--- src/rtl/fpu_issue_ctrl.sv ---
// -----------------------------------------------------------------------------
// fpu_issue_ctrl
//
// Purpose
//   Issues one floating-point operation at a time to an fpu that uses a
//   run/done handshake. A command arrives on a valid/ready port and is latched
//   onto the fpu operand/opcode lines. The block then waits for the fpu done
//   pulse, or gives up after TIMEOUT cycles. The fpu result and status flags are
//   returned on a valid/ready result port. Only one operation is in flight.
//
// Ports
//   clk, rst            rising-edge clock; asynchronous active-low reset
//   cmd_valid/ready     command handshake; cmd_op, cmd_a, cmd_b are the payload
//   res_valid/ready     result handshake; res_data, res_flags are the payload
//                       res_flags = {timeout, div_by_zero, underflow, overflow}
//   ops_cnt             completed operations (timeouts included), wraps
//   fpu_run/running     registered run strobes to the fpu
//   fpu_op/in0/in1      operation and operands, stable until the next accept
//   fpu_done            1-cycle completion pulse from the fpu
//   fpu_out0            fpu result, valid the cycle after fpu_done
//   fpu_ovf/unf/dbz     fpu status flags, sampled together with fpu_done
// -----------------------------------------------------------------------------
module fpu_issue_ctrl #(
  parameter int DATA_W   = 32,
  parameter int OPCODE_W = 2,
  parameter int TIMEOUT  = 64,
  parameter int CNT_W    = 16
) (
  input  logic                clk,
  input  logic                rst,
  // command port
  input  logic                cmd_valid,
  output logic                cmd_ready,
  input  logic [OPCODE_W-1:0] cmd_op,
  input  logic [DATA_W-1:0]   cmd_a,
  input  logic [DATA_W-1:0]   cmd_b,
  // result port
  output logic                res_valid,
  input  logic                res_ready,
  output logic [DATA_W-1:0]   res_data,
  output logic [3:0]          res_flags,
  output logic [CNT_W-1:0]    ops_cnt,
  // fpu interface
  output logic                fpu_run,
  output logic                fpu_running,
  output logic [OPCODE_W-1:0] fpu_op,
  output logic [DATA_W-1:0]   fpu_in0,
  output logic [DATA_W-1:0]   fpu_in1,
  input  logic                fpu_done,
  input  logic [DATA_W-1:0]   fpu_out0,
  input  logic                fpu_ovf,
  input  logic                fpu_unf,
  input  logic                fpu_dbz
);

  // The wait timer only has to reach TIMEOUT-1.
  localparam int TMR_W = (TIMEOUT > 2) ? $clog2(TIMEOUT) : 1;
  localparam logic [TMR_W-1:0] TMR_LAST = TMR_W'(TIMEOUT - 1);

  typedef enum logic [1:0] {
    ST_IDLE = 2'd0,
    ST_WAIT = 2'd1,
    ST_CAPT = 2'd2,
    ST_RESP = 2'd3
  } state_t;

  state_t              state_q,       state_d;
  logic [TMR_W-1:0]    timer_q,       timer_d;
  logic                cmd_ready_q,   cmd_ready_d;
  logic                res_valid_q,   res_valid_d;
  logic [DATA_W-1:0]   res_data_q,    res_data_d;
  logic [3:0]          res_flags_q,   res_flags_d;
  logic [CNT_W-1:0]    ops_cnt_q,     ops_cnt_d;
  logic                fpu_run_q,     fpu_run_d;
  logic                fpu_running_q, fpu_running_d;
  logic [OPCODE_W-1:0] fpu_op_q,      fpu_op_d;
  logic [DATA_W-1:0]   fpu_in0_q,     fpu_in0_d;
  logic [DATA_W-1:0]   fpu_in1_q,     fpu_in1_d;

  logic cmd_accept;
  logic res_accept;

  // cmd_ready_q is only high in IDLE, but the state check keeps acceptance
  // tied to the FSM even if the two ever drift apart.
  assign cmd_accept = (state_q == ST_IDLE) && cmd_ready_q && cmd_valid;
  assign res_accept = (state_q == ST_RESP) && res_ready;

  // ---------------------------------------------------------------------------
  // Next-state and datapath
  // ---------------------------------------------------------------------------
  always_comb begin
    state_d     = state_q;
    timer_d     = timer_q;
    res_data_d  = res_data_q;
    res_flags_d = res_flags_q;
    ops_cnt_d   = ops_cnt_q;
    fpu_op_d    = fpu_op_q;
    fpu_in0_d   = fpu_in0_q;
    fpu_in1_d   = fpu_in1_q;

    case (state_q)
      ST_IDLE: begin
        if (cmd_accept) begin
          fpu_op_d  = cmd_op;
          fpu_in0_d = cmd_a;
          fpu_in1_d = cmd_b;
          timer_d   = '0;
          state_d   = ST_WAIT;
        end
      end

      ST_WAIT: begin
        timer_d = timer_q + TMR_W'(1);
        // done is checked first so a pulse on the final timer cycle still
        // yields a normal result.
        if (fpu_done) begin
          res_flags_d = {1'b0, fpu_dbz, fpu_unf, fpu_ovf};
          state_d     = ST_CAPT;
        end else if (timer_q == TMR_LAST) begin
          res_data_d  = '0;
          res_flags_d = 4'b1000;
          state_d     = ST_RESP;
        end
      end

      ST_CAPT: begin
        // fpu_out0 becomes valid one cycle after the done pulse.
        res_data_d = fpu_out0;
        state_d    = ST_RESP;
      end

      ST_RESP: begin
        if (res_accept) begin
          ops_cnt_d = ops_cnt_q + CNT_W'(1);
          state_d   = ST_IDLE;
        end
      end

      default: begin
        state_d = ST_IDLE;
      end
    endcase
  end

  // Handshake and fpu strobes are decoded from the next state and then
  // registered, so every output changes cleanly on a clock edge.
  always_comb begin
    cmd_ready_d   = (state_d == ST_IDLE);
    res_valid_d   = (state_d == ST_RESP);
    fpu_run_d     = (state_d == ST_WAIT);
    fpu_running_d = (state_d == ST_WAIT) || (state_d == ST_CAPT);
  end

  // ---------------------------------------------------------------------------
  // State registers
  // ---------------------------------------------------------------------------
  always_ff @(posedge clk or negedge rst) begin
    if (!rst) begin
      state_q       <= ST_IDLE;
      timer_q       <= '0;
      cmd_ready_q   <= 1'b0;
      res_valid_q   <= 1'b0;
      res_data_q    <= '0;
      res_flags_q   <= '0;
      ops_cnt_q     <= '0;
      fpu_run_q     <= 1'b0;
      fpu_running_q <= 1'b0;
      fpu_op_q      <= '0;
      fpu_in0_q     <= '0;
      fpu_in1_q     <= '0;
    end else begin
      state_q       <= state_d;
      timer_q       <= timer_d;
      cmd_ready_q   <= cmd_ready_d;
      res_valid_q   <= res_valid_d;
      res_data_q    <= res_data_d;
      res_flags_q   <= res_flags_d;
      ops_cnt_q     <= ops_cnt_d;
      fpu_run_q     <= fpu_run_d;
      fpu_running_q <= fpu_running_d;
      fpu_op_q      <= fpu_op_d;
      fpu_in0_q     <= fpu_in0_d;
      fpu_in1_q     <= fpu_in1_d;
    end
  end

  assign cmd_ready   = cmd_ready_q;
  assign res_valid   = res_valid_q;
  assign res_data    = res_data_q;
  assign res_flags   = res_flags_q;
  assign ops_cnt     = ops_cnt_q;
  assign fpu_run     = fpu_run_q;
  assign fpu_running = fpu_running_q;
  assign fpu_op      = fpu_op_q;
  assign fpu_in0     = fpu_in0_q;
  assign fpu_in1     = fpu_in1_q;

endmodule

--- config.mk ---
export PLATFORM = sky130hd
export DESIGN_NAME = fpu_issue_ctrl
export DESIGN_NICKNAME = d
export VERILOG_FILES = /design/src/rtl/fpu_issue_ctrl.sv
export SDC_FILE = /design/constraint.sdc
export NUM_CORES = 1
export LEC_CHECK = 0
export BUFFER_PORTS_ARGS = -buffer_cell sky130_fd_sc_hd__buf_2
export CAP_MARGIN = 20
export CORE_MARGIN = 3
export CORE_UTILIZATION = 35
export DETAILED_ROUTE_END_ITERATION = 10
export GPL_TIMING_DRIVEN = 1
export PLACE_DENSITY = 0.69
export SLEW_MARGIN = 20
export SYNTH_ARGS = -nofsm -noshare
export SYNTH_HDL_FRONTEND = slang
export SYNTH_SLANG_ARGS = --single-unit
--- constraint.sdc ---
create_clock -name clk -period 1.6 [get_ports clk]
set_clock_uncertainty 0.05 [all_clocks]
set_input_delay 0.16 -clock clk [delete_from_list [all_inputs] [get_ports clk]]
set_output_delay 0.16 -clock clk [all_outputs]
set_load 0.01 [all_outputs]
==> results.txt, run 1 <==
Top cells by area in the synthesized netlist -> sky130_fd_sc_hd__dfrtp_1 65%, sky130_fd_sc_hd__mux2_2 11%, sky130_fd_sc_hd__a22o_1 5.6%
Post-Syn Area -> 4990 sq um
Count of state elements after synthesis -> 130
Count of flip-flops with a built-in enable after synthesis -> 0
Wire length of the first global-routing pass -> 23,100 um
CORE AREA -> 13,600 sq um
Final estimated routing congestion in global placement -> 0.790
Total iterations of the first detailed-routing run -> 4
Buffer levels on the longest clock path -> 2
Distinct cell type count of the synthesized netlist -> 29
HP Start -> res_ready
Number of antenna violations at the first check in global routing -> 1
Synthesis-to-layout area growth -> 73.0%
Total clock buffers created by CTS -> 17
Crit share post-route -> 103%
Synth warnings -> 0
Worst setup EP type -> flip-flop
Fill cell total of the finished layout -> 1,006
Reg-to-reg slack, setup -> -0.06 ns
# Max-Cap Violations -> 0
Largest area contributor in the netlist -> sky130_fd_sc_hd__dfrtp_1
Seq/Total Area, Yosys -> 65.2%
Required arrival time at the worst endpoint -> 1.84 ns
Smallest setup slack after layout -> -0.0552 ns
Outcome -> complete, but fails checks
TritonCTS clock tree -> done
Leading cell type by number of instances after synthesis -> sky130_fd_sc_hd__dfrtp_1
CP bufs+invs -> 3
Category of the most critical setup path -> flip-flop to flip-flop
Post-layout instance count excluding filler cells -> 892
Instance count of the mapped netlist -> 337
Post-placement worst setup slack -> -0.105 ns
Fraction of synthesized cell area taken by the top area cell type -> 65.2%
Overall fraction of global-route tracks in use -> 18.5%
Critical path's top delay family -> buffers and inverters
Vias in the first global route -> 4,588
Share of flip-flops with an asynchronous set or reset after synthesis -> 100%
Static Leakage -> 4.34 nW
Pin count of the biggest net entering global routing -> 91
Worst Path Arrival -> 1.89 ns
DRC marker count from the first detailed-route iteration -> 147
Most used flip-flop cell after synthesis -> sky130_fd_sc_hd__dfrtp_1
CP max stage cell -> sky130_fd_sc_hd__dfrtp_1
Total die area -> 15,700 sq um
Kind of start point of the critical path -> flip-flop
Number of stages on the worst hold path -> 4
Setup violators final -> 65
Pwr per Cell Area -> 1790 nW/um^2
Share of layout cells above drive strength 1 -> 52.3%
Final layout net count -> 813
Worst Hold Path EP -> state_q[1]
Number of cell rows -> 42
Achievable clock frequency -> 0.604 GHz
Start of the worst register-to-register path -> state_q[0]
Worst R2R End -> fpu_in1[19]
Transition time at the pin with the least slew margin -> 0.507 ns
Post-Route WL -> 15,500 um
H-tree Lvls -> 4
Minimum period implied by the final worst setup slack -> 1.66 ns
Initial core utilization -> 36.7%
Via density -> 4.76
Synth top cells by count -> 130 x sky130_fd_sc_hd__dfrtp_1, 48 x sky130_fd_sc_hd__mux2_2, 32 x sky130_fd_sc_hd__a22o_1
Wire length per cell after detailed routing -> 17.4 um
Dpl hpwl -> 8750 um
Critical path fanouts, max -> 7
Power after layout -> 15.4 mW
Worst rel slew slack -> 66.2%
Horizontal die dimension -> 125 um
Clk root buf -> sky130_fd_sc_hd__clkbuf_16
Antenna-violating nets left -> 0
Pins Over Slew Limit -> 0
Hold Crit Class -> primary input to flip-flop
Final-report hold violation count -> 0
Number of vias after detailed routing -> 4,249
DRC errors left -> 0
Setup repair after global routing missed its margin -> yes
Mean instance size in the synthesized netlist -> 14.8 sq um
Total gr overflow -> 0
Number of clock sinks -> 130
Buffers on Ports -> 227
Clock input transition at the sequential cells of the worst setup and hold paths -> 0.05 ns
Skew-Pair Late Insertion Delay -> 0.40 ns
Total nets after synthesis -> 448
Worst-case vdd ir drop -> 0.771 mV
Crit path cell chain -> nor4bb_4, buf_4, buf_8, clkbuf_16, mux2_4
Number of cells on the worst reg-to-reg path -> 5
IO Pins -> 228
Max incr delay on CP -> 0.41 ns
Cell total after placement -> 743
Final worst hold slack -> 0.0435 ns
Failing checks -> negative setup slack
Die height -> 125 um
## per-layer routing
metal	vias up	wire [um]	track usage (%)	share of wire, %
met4	0	481	8.55	3.1
met5	-	0	0	0
met1	2099	6100	20.2	39
met3	39	930	6.74	6.0
li1	1935	-	-	-
met2	176	7990	32.0	52
## logic make-up after synthesis
| family | synth area share, % |
|---|---|
| adders and majority gates | 1.25 |
| muxes | 15.3 |
| buffers and inverters | 2.48 |
| AOI/OAI and AO/OA | 7.80 |
| DFF | 65.2 |
| and+or+nand+nor | 5.12 |
| xor gates and xnor gates | 2.81 |
## placed cells by master, fill, tap and decap left out, types with 4 or more instances in the layout
master,count
sky130_fd_sc_hd__clkinv_2,7
sky130_fd_sc_hd__dfrtp_1,130
sky130_fd_sc_hd__dlygate4sd3_1,103
sky130_fd_sc_hd__buf_12,7
sky130_fd_sc_hd__xnor2_1,14
sky130_fd_sc_hd__mux2_4,58
sky130_fd_sc_hd__a22o_1,32
sky130_fd_sc_hd__mux2_2,8
sky130_fd_sc_hd__nand2_1,14
sky130_fd_sc_hd__buf_2,226
sky130_fd_sc_hd__clkbuf_16,23
sky130_fd_sc_hd__buf_6,7
sky130_fd_sc_hd__a21oi_1,4
sky130_fd_sc_hd__nor2_1,4
sky130_fd_sc_hd__nand4_1,4
sky130_fd_sc_hd__nand3_1,9
sky130_fd_sc_hd__buf_4,12
## registers in the layout, indices dropped and copies added (netlist names)
| signal | cells |
|---|---|
| fpu_run | 1 |
| fpu_in1 | 32 |
| cmd_ready | 1 |
| res_flags | 4 |
| ops_cnt | 16 |
| fpu_in0 | 32 |
| fpu_running | 1 |
| res_data | 32 |
| fpu_op | 2 |
| timer_q | 6 |
| res_valid | 1 |
| state_q | 2 |
## tightest hold or removal path: stages
cell and delay, ns:
sky130_fd_sc_hd__buf_2 0.10, sky130_fd_sc_hd__nand2_1 0.05, sky130_fd_sc_hd__nand2_1 0.09, sky130_fd_sc_hd__nand2_1 0.06
## stage by stage
stage	util, %	cell area (sq um)	setup TNS (ns)
floorplan	-	4990	0
global placement	47.6	6480	-0.747
detailed placement	47.6	6480	-5.01
CTS	60.6	8240	-4.01
global route	63.4	8630	-5.21
finish	63.4	8630	-1.64
## final cells by class
type                    instances  area (sq um)  area share (%)
diodes                          1          2.50          0.0290
flip-flops and latches        130          3250            37.7
repair buffers                364          2680            31.0
multi-input cells             187          1920            22.3
clock buffers                  21           460            5.33
well taps                     176           220            2.55
inverters                       2          7.51          0.0870
clock inverters                11          87.6            1.01
## power breakdown
part / internal, mW / switching (mW) / leakage [nW] / total (mW)
clock: 2.19 / 1.36 / 0.268 / 3.55
sequential: 4.75 / 0.876 / 1.62 / 5.62
combinational: 3.48 / 2.77 / 2.45 / 6.25
## worst max path at each step
stage	cells past startpoint	slack (ns)	to	startpoint
floorplan	5	0.02	fpu_running	state_q[0]
global placement	3	-0.03	fpu_in0[14]	state_q[0]
detailed placement	3	-0.11	fpu_in0[14]	state_q[0]
CTS	4	-0.09	fpu_in0[14]	state_q[1]
global route	5	-0.11	fpu_in1[19]	state_q[0]
finish	5	-0.06	fpu_in1[19]	state_q[0]
## what timing repair did
action / CTS / global route
endpoints found under the hold margin: 232 / 0
gates resized for setup: 42 / 50
setup buffers: 1 / 4
hold buffers: 103 / 0
pin swaps: 1 / 6
endpoints found under the setup margin: 69 / 114
cloned: 1 / 8
No activity file was read; power rests on OpenSTA's default activity.
==> run 2: changes to the inputs <==
Settings changed: PLACE_DENSITY 0.69 to 0.67, RECOVER_POWER set to 100.
Clock period 1.6 ns to 2 ns, I/O delays scaled along.
==> run 2 against run 1 <==
Net effect:
- the flow now finishes without violations
- setup slack better by 0.18 ns
- count of clock-buffer cells in the layout up 4
- flip-flop and latch count unchanged
- clock power down 14%
- critical endpoint is now fpu_in1[8]
- core utilization down 6.3 points
- critical path depth down 2
- combinational power down 42%
- register-to-register slack better by 0.18 ns
- via count down 4.7%
- global-route usage down 1.3 points
- sequential power down 19%
==> results.txt, run 2 (synthesis results as in run 1) <==
Clock input transition at the sequential cells of the worst setup and hold paths -> 0.06 ns (was 0.05 ns)
Post-Route WL -> 13,400 um (was 15,500 um)
Achievable clock frequency -> 0.534 GHz (was 0.604 GHz)
Die height -> 125 um (unchanged)
Final-report hold violation count -> 0 (unchanged)
Post-layout instance count excluding filler cells -> 863 (was 892)
# Post-CTS Setup Buffers -> 0 (was 1)
Relative contribution of sequential cells to total power -> 40.5% (was 36.5%)
DRC marker count from the first detailed-route iteration -> 193 (was 147)
Worst setup EP type -> flip-flop (unchanged)
Vias in the first global route -> 4,316 (was 4,588)
Antenna-violating nets left -> 0 (unchanged)
CP bufs+invs -> 1 (was 3)
Internal power of the cells -> 7.49 mW (was 10.4 mW)
Buffer levels on the longest clock path -> 2 (unchanged)
Worst rel slew slack -> 49.2% (was 66.2%)
TritonCTS clock tree -> done (unchanged)
Crit path cell chain -> nor4bb_4, buf_12, mux2_1 (was nor4bb_4, buf_4, buf_8, clkbuf_16, mux2_4)
Buffers on Ports -> 227 (unchanged)
Count of hold-fix buffers inserted at cts -> 103 (unchanged)
Number of vias after detailed routing -> 4,050 (was 4,249)
Logic gate share of total power -> 32.3% (was 40.5%)
Top layer used by detailed routing -> met4 (unchanged)
Wire length of the first global-routing pass -> 21,700 um (was 23,100 um)
Cell total after placement -> 731 (was 743)
Category of the most critical setup path -> flip-flop to flip-flop (unchanged)
Cell area after layout -> 7780 sq um (was 8630 sq um)
Outcome -> completed (was complete, but fails checks)
Pins Over Slew Limit -> 0 (unchanged)
Total die area -> 15,700 sq um (unchanged)
Most common cell after layout, fill and taps aside -> sky130_fd_sc_hd__dfrtp_1 (was sky130_fd_sc_hd__buf_2)
Critical path fanouts, max -> 69 (was 7)
Number of gates given a new drive strength after cts -> 0 (was 42)
Skew-Pair Late Insertion Delay -> 0.41 ns (was 0.40 ns)
Post-route met1 wirelength -> 5620 um (was 6100 um)
Net Switching -> 3.69 mW (was 5.00 mW)
CP max stage cell -> sky130_fd_sc_hd__dfrtp_1 (unchanged)
Synthesis-to-layout area growth -> 55.9% (was 73.0%)
Number of antenna repair diodes -> 0 (was 1)
Clk root buf -> sky130_fd_sc_hd__clkbuf_16 (unchanged)
Worst Path Arrival -> 2.10 ns (was 1.89 ns)
Start of the worst register-to-register path -> state_q[0] (unchanged)
Worst-case vdd ir drop -> 0.726 mV (was 0.771 mV)
Max incr delay on CP -> 0.48 ns (was 0.41 ns)
DRC errors left -> 0 (unchanged)
Setup repair after global routing missed its margin -> no (was yes)
Total iterations of the first detailed-routing run -> 4 (unchanged)
Horizontal die dimension -> 125 um (unchanged)
Share of layout cells above drive strength 1 -> 27.5% (was 52.3%)
Wire length on met2 -> 6610 um (was 7990 um)
Crit. Startpoint -> state_q[0] (unchanged)
Transition time at the pin with the least slew margin -> 0.763 ns (was 0.507 ns)
Total clock buffers created by CTS -> 17 (unchanged)
Crit share post-route -> 93.6% (was 103%)
HP Start -> res_ready (unchanged)
Critical path's top delay family -> flip-flops (was buffers and inverters)
Fill cell total of the finished layout -> 1,139 (was 1,006)
Kind of start point of the critical path -> flip-flop (unchanged)
Switching portion of total power -> 33.0% (was 32.4%)
Static Leakage -> 3.57 nW (was 4.34 nW)
Initial core utilization -> 36.7% (unchanged)
Hold Crit Class -> primary input to flip-flop (unchanged)
Total Neg Setup Slack -> 0 ns (was -1.64 ns)
CORE AREA -> 13,600 sq um (unchanged)
H-tree Lvls -> 4 (unchanged)
# Max-Cap Violations -> 0 (unchanged)
Total gr overflow -> 0 (unchanged)
Minimum period implied by the final worst setup slack -> 1.87 ns (was 1.66 ns)
Footprint of the multi-input gates -> 1620 sq um (was 1920 sq um)
Pwr per Cell Area -> 1440 nW/um^2 (was 1790 nW/um^2)
Required arrival time at the worst endpoint -> 2.23 ns (was 1.84 ns)
Overall fraction of global-route tracks in use -> 17.2% (was 18.5%)
Wire length per cell after detailed routing -> 15.6 um (was 17.4 um)
Number of antenna violations at the first check in global routing -> 0 (was 1)
Number of clock sinks -> 130 (unchanged)
Final layout net count -> 788 (was 813)
Leading cell types in the layout, fill and taps excluded -> 130 x sky130_fd_sc_hd__dfrtp_1, 127 x sky130_fd_sc_hd__clkbuf_1, 104 x sky130_fd_sc_hd__buf_2 (was 226 x sky130_fd_sc_hd__buf_2, 130 x sky130_fd_sc_hd__dfrtp_1, 103 x sky130_fd_sc_hd__dlygate4sd3_1)
Dpl hpwl -> 8500 um (was 8750 um)
Clock share of power -> 27.2% (was 23.0%)
Via density -> 4.69 (was 4.76)
Pin count of the biggest net entering global routing -> 70 (was 91)
Area occupied by registers -> 3250 sq um (unchanged)
IO Pins -> 228 (unchanged)
Number of cell rows -> 42 (unchanged)
Setup violators final -> 0 (was 65)
Final estimated routing congestion in global placement -> 0.764 (was 0.790)
Met3 layer wire length in the routed design -> 845 um (was 930 um)
Cell area after placement -> 6350 sq um (was 6480 sq um)
==> run 2: per-layer routing <==
layer | global-route usage, % | vias to the layer above
li1 | - | 1893
met3 | 5.16 | 26
met4 | 7.84 | 0
met5 | 0 | -
met1 | 20.6 | 1961
met2 | 28.6 | 170
==> run 2: per-stage QoR <==
stage | worst slack [ns] | util [%] | power (mW) | hold WS, ns
3_3_place_gp | 0.179 | 46.7 | 8.12 | 0.112
4_1_cts | 0.130 | 58.6 | 11.6 | 0.0454
5_1_grt | 0.0384 | 57.1 | 11.9 | 0.106
2_1_floorplan | 0.327 | - | 6.55 | -0.146
6_report | 0.129 | 57.1 | 11.2 | 0.0914
3_5_place_dp | 0.143 | 46.7 | 8.28 | 0.124
==> run 2: worst paths after layout <==
path	slack, ns	endpoint	cells past startpoint
max	0.13	fpu_in1[8]	3
min	0.09	state_q[1]	4
max reg2reg	0.13	fpu_in1[8]	3
min reg2reg	0.42	ops_cnt[15]	1
max in group asynchronous	0.29	fpu_in0[1]	3
min in group asynchronous	0.35	ops_cnt[9]	2
==> run 2: power groups by stage <==
stage / Sequential [mW] / Combinational (mW) / Clock, mW
6_report: 4.53 / 3.62 / 3.04
3_5_place_dp: 4.49 / 3.79 / 0
4_1_cts: 4.48 / 3.94 / 3.14
3_3_place_gp: 4.45 / 3.68 / 0
5_1_grt: 4.69 / 3.97 / 3.25
2_1_floorplan: 4.95 / 1.60 / 0
==> run 2: layout make-up <==
class,instances,area share [%]
multi-input combinational,187,20.9
clock buffer,25,6.63
clock inverter,4,0.933
timing repair buffer,339,26.8
inverter,2,0.0965
tap,176,2.83
sequential,130,41.8
==> run 2: worst register-to-register path, cell delays in order, from the launching register on <==
cell	delay (ns)
sky130_fd_sc_hd__dfrtp_1	0.48
sky130_fd_sc_hd__nor4bb_4	0.42
sky130_fd_sc_hd__buf_12	0.32
sky130_fd_sc_hd__mux2_1	0.48
==> run 3: changes to the inputs <==
Settings changed: CORE_ASPECT_RATIO set to 0.7.
Clock period 2 ns to 1.9 ns, I/O delays scaled along.
==> run 3 against run 2 <==
Net effect:
- final cell count grew 2.2%
- first-iteration DRC count grew 3.1%
- non-clock buffer count grew 8
- count of clock-buffer cells in the layout shrank 6
- hold slack lost 0.016 ns
- register-to-register slack lost 0.02 ns
- sequential share of layout area shrank 0.45 points
- combinational power grew 6.4%
- critical path depth grew 1
- fmax grew 4.3%
- critical path type unchanged
- largest cell class unchanged
==> results.txt, run 3 (synthesis results as in run 1) <==
Critical path fanouts, max -> 10 (was 69)
Area occupied by registers -> 3250 sq um (about the same)
Total die area -> 15,700 sq um (about the same)
Worst setup EP type -> flip-flop (unchanged)
Worst Path Arrival -> 2.02 ns (was 2.10 ns)
Synthesis-to-layout area growth -> 57.6% (was 55.9%)
Wire length per cell after detailed routing -> 15.6 um (about the same)
Footprint of the multi-input gates -> 1620 sq um (about the same)
H-tree Lvls -> 4 (unchanged)
TritonCTS clock tree -> done (unchanged)
Vias in the first global route -> 4,512 (was 4,316)
Wire length of the first global-routing pass -> 22,600 um (was 21,700 um)
Total Neg Setup Slack -> 0 ns (unchanged)
Worst-case vdd ir drop -> 0.774 mV (was 0.726 mV)
Number of vias after detailed routing -> 4,095 (was 4,050)
Kind of start point of the critical path -> flip-flop (unchanged)
Total gr overflow -> 0 (unchanged)
# Max-Cap Violations -> 0 (unchanged)
Die height -> 106 um (was 125 um)
Total clock buffers created by CTS -> 17 (unchanged)
Horizontal die dimension -> 149 um (was 125 um)
Buffer levels on the longest clock path -> 2 (unchanged)
Pin count of the biggest net entering global routing -> 58 (was 70)
Number of antenna violations at the first check in global routing -> 0 (unchanged)
Transition time at the pin with the least slew margin -> 0.760 ns (was 0.763 ns)
DRC marker count from the first detailed-route iteration -> 199 (was 193)
Buffers on Ports -> 227 (unchanged)
Number of cell rows -> 35 (was 42)
Setup violators final -> 0 (unchanged)
Worst rel slew slack -> 49.3% (was 49.2%)
Achievable clock frequency -> 0.557 GHz (was 0.534 GHz)
Total iterations of the first detailed-routing run -> 4 (unchanged)
Clock input transition at the sequential cells of the worst setup and hold paths -> 0.06 ns (about the same)
Dpl hpwl -> 8870 um (was 8500 um)
Most common cell after layout, fill and taps aside -> sky130_fd_sc_hd__dfrtp_1 (unchanged)
Number of clock sinks -> 130 (unchanged)
Fill cell total of the finished layout -> 1,104 (was 1,139)
Number of antenna repair diodes -> 0 (unchanged)
Pins Over Slew Limit -> 0 (unchanged)
IO Pins -> 228 (unchanged)
Final estimated routing congestion in global placement -> 0.788 (was 0.764)
CORE AREA -> 13,500 sq um (was 13,600 sq um)
Setup repair after global routing missed its margin -> no (unchanged)
Clk root buf -> sky130_fd_sc_hd__clkbuf_16 (unchanged)
DRC errors left -> 0 (unchanged)
Final layout net count -> 796 (was 788)
Minimum period implied by the final worst setup slack -> 1.79 ns (was 1.87 ns)
Via density -> 4.64 (was 4.69)
Crit share post-route -> 94.4% (was 93.6%)
Share of layout cells above drive strength 1 -> 29.0% (was 27.5%)
Required arrival time at the worst endpoint -> 2.13 ns (was 2.23 ns)
Initial core utilization -> 36.9% (was 36.7%)
Final worst hold slack -> 0.0753 ns (was 0.0914 ns)
Overall fraction of global-route tracks in use -> 18.1% (was 17.2%)
Category of the most critical setup path -> flip-flop to flip-flop (unchanged)
Leading cell types in the layout, fill and taps excluded -> 129 x sky130_fd_sc_hd__dfrtp_1, 124 x sky130_fd_sc_hd__clkbuf_1, 104 x sky130_fd_sc_hd__buf_2 (was 130 x sky130_fd_sc_hd__dfrtp_1, 127 x sky130_fd_sc_hd__clkbuf_1, 104 x sky130_fd_sc_hd__buf_2)
Antenna-violating nets left -> 0 (unchanged)
Outcome -> completed (unchanged)
Hold Crit Class -> primary input to flip-flop (unchanged)
Final-report hold violation count -> 0 (unchanged)
Post-Route WL -> 13,800 um (was 13,400 um)
Static Leakage -> 3.60 nW (was 3.57 nW)
Pwr per Cell Area -> 1500 nW/um^2 (was 1440 nW/um^2)
Skew-Pair Late Insertion Delay -> 0.40 ns (was 0.41 ns)
## run 3: final timing paths
kind                       slack (ns)         from  cells past startpoint     endpoint
setup reg to reg                 0.11   state_q[0]                      4  fpu_in0[27]
min in group asynchronous        0.33          rst                      2  ops_cnt[10]
setup / recovery                 0.11   state_q[0]                      4  fpu_in0[27]
max in group asynchronous        0.31          rst                      3   fpu_in0[4]
hold reg to reg                  0.43  ops_cnt[15]                      1  ops_cnt[15]
hold / removal                   0.08    res_ready                      4   state_q[1]
## run 3: metal layers
| metal | GRT usage [%] | vias to the layer above | wire, um |
|---|---|---|---|
| li1 | - | 1913 | - |
| met1 | 20.9 | 1995 | 5740 |
| met4 | 6.00 | 0 | 161 |
| met5 | 0 | - | 0 |
| met3 | 5.80 | 12 | 1020 |
| met2 | 32.0 | 175 | 6870 |
## run 3: per-stage QoR
step	instances	setup WS [ns]	area [sq um]	power (mW)	utilization (%)
3_3_place_gp	746	0.181	6430	8.61	47.6
4_1_cts	880	0.107	8050	12.2	59.5
6_report	882	0.106	7860	11.8	58.1
3_5_place_dp	746	0.121	6430	8.78	47.6
2_1_floorplan	337	0.227	4990	6.89	-
5_1_grt	882	0.0245	7860	12.6	58.1
## run 3: final cells by class
type	instances	share of cell area (%)
Clock buffer	19	5.76
Clock inverter	12	1.70
Inverter	2	0.0955
Multi-Input combinational cell	187	20.6
Sequential cell	130	41.4
Tap cell	185	2.94
Timing Repair Buffer	347	27.5
## run 3: timing repair
action | CTS | global route
hold buffers | 103 | 0
setup buffers | 0 | 2
resized for setup | 0 | 1
setup endpoints to repair | 0 | 1
endpoints found under the hold margin | 130 | 0
## run 3: worst max-delay path, cell delays in order (launching register included)
cell                       delay, ns
sky130_fd_sc_hd__dfrtp_2        0.48
sky130_fd_sc_hd__nor4bb_4       0.35
sky130_fd_sc_hd__buf_12         0.18
sky130_fd_sc_hd__clkbuf_2       0.25
sky130_fd_sc_hd__mux2_1         0.36
## run 3: report_power, final
part	leakage [nW]	internal, mW	switching (mW)	total (mW)
clock	0.273	2.00	1.20	3.20
sequential	1.62	4.00	0.771	4.77
combinational	1.71	1.82	2.03	3.85
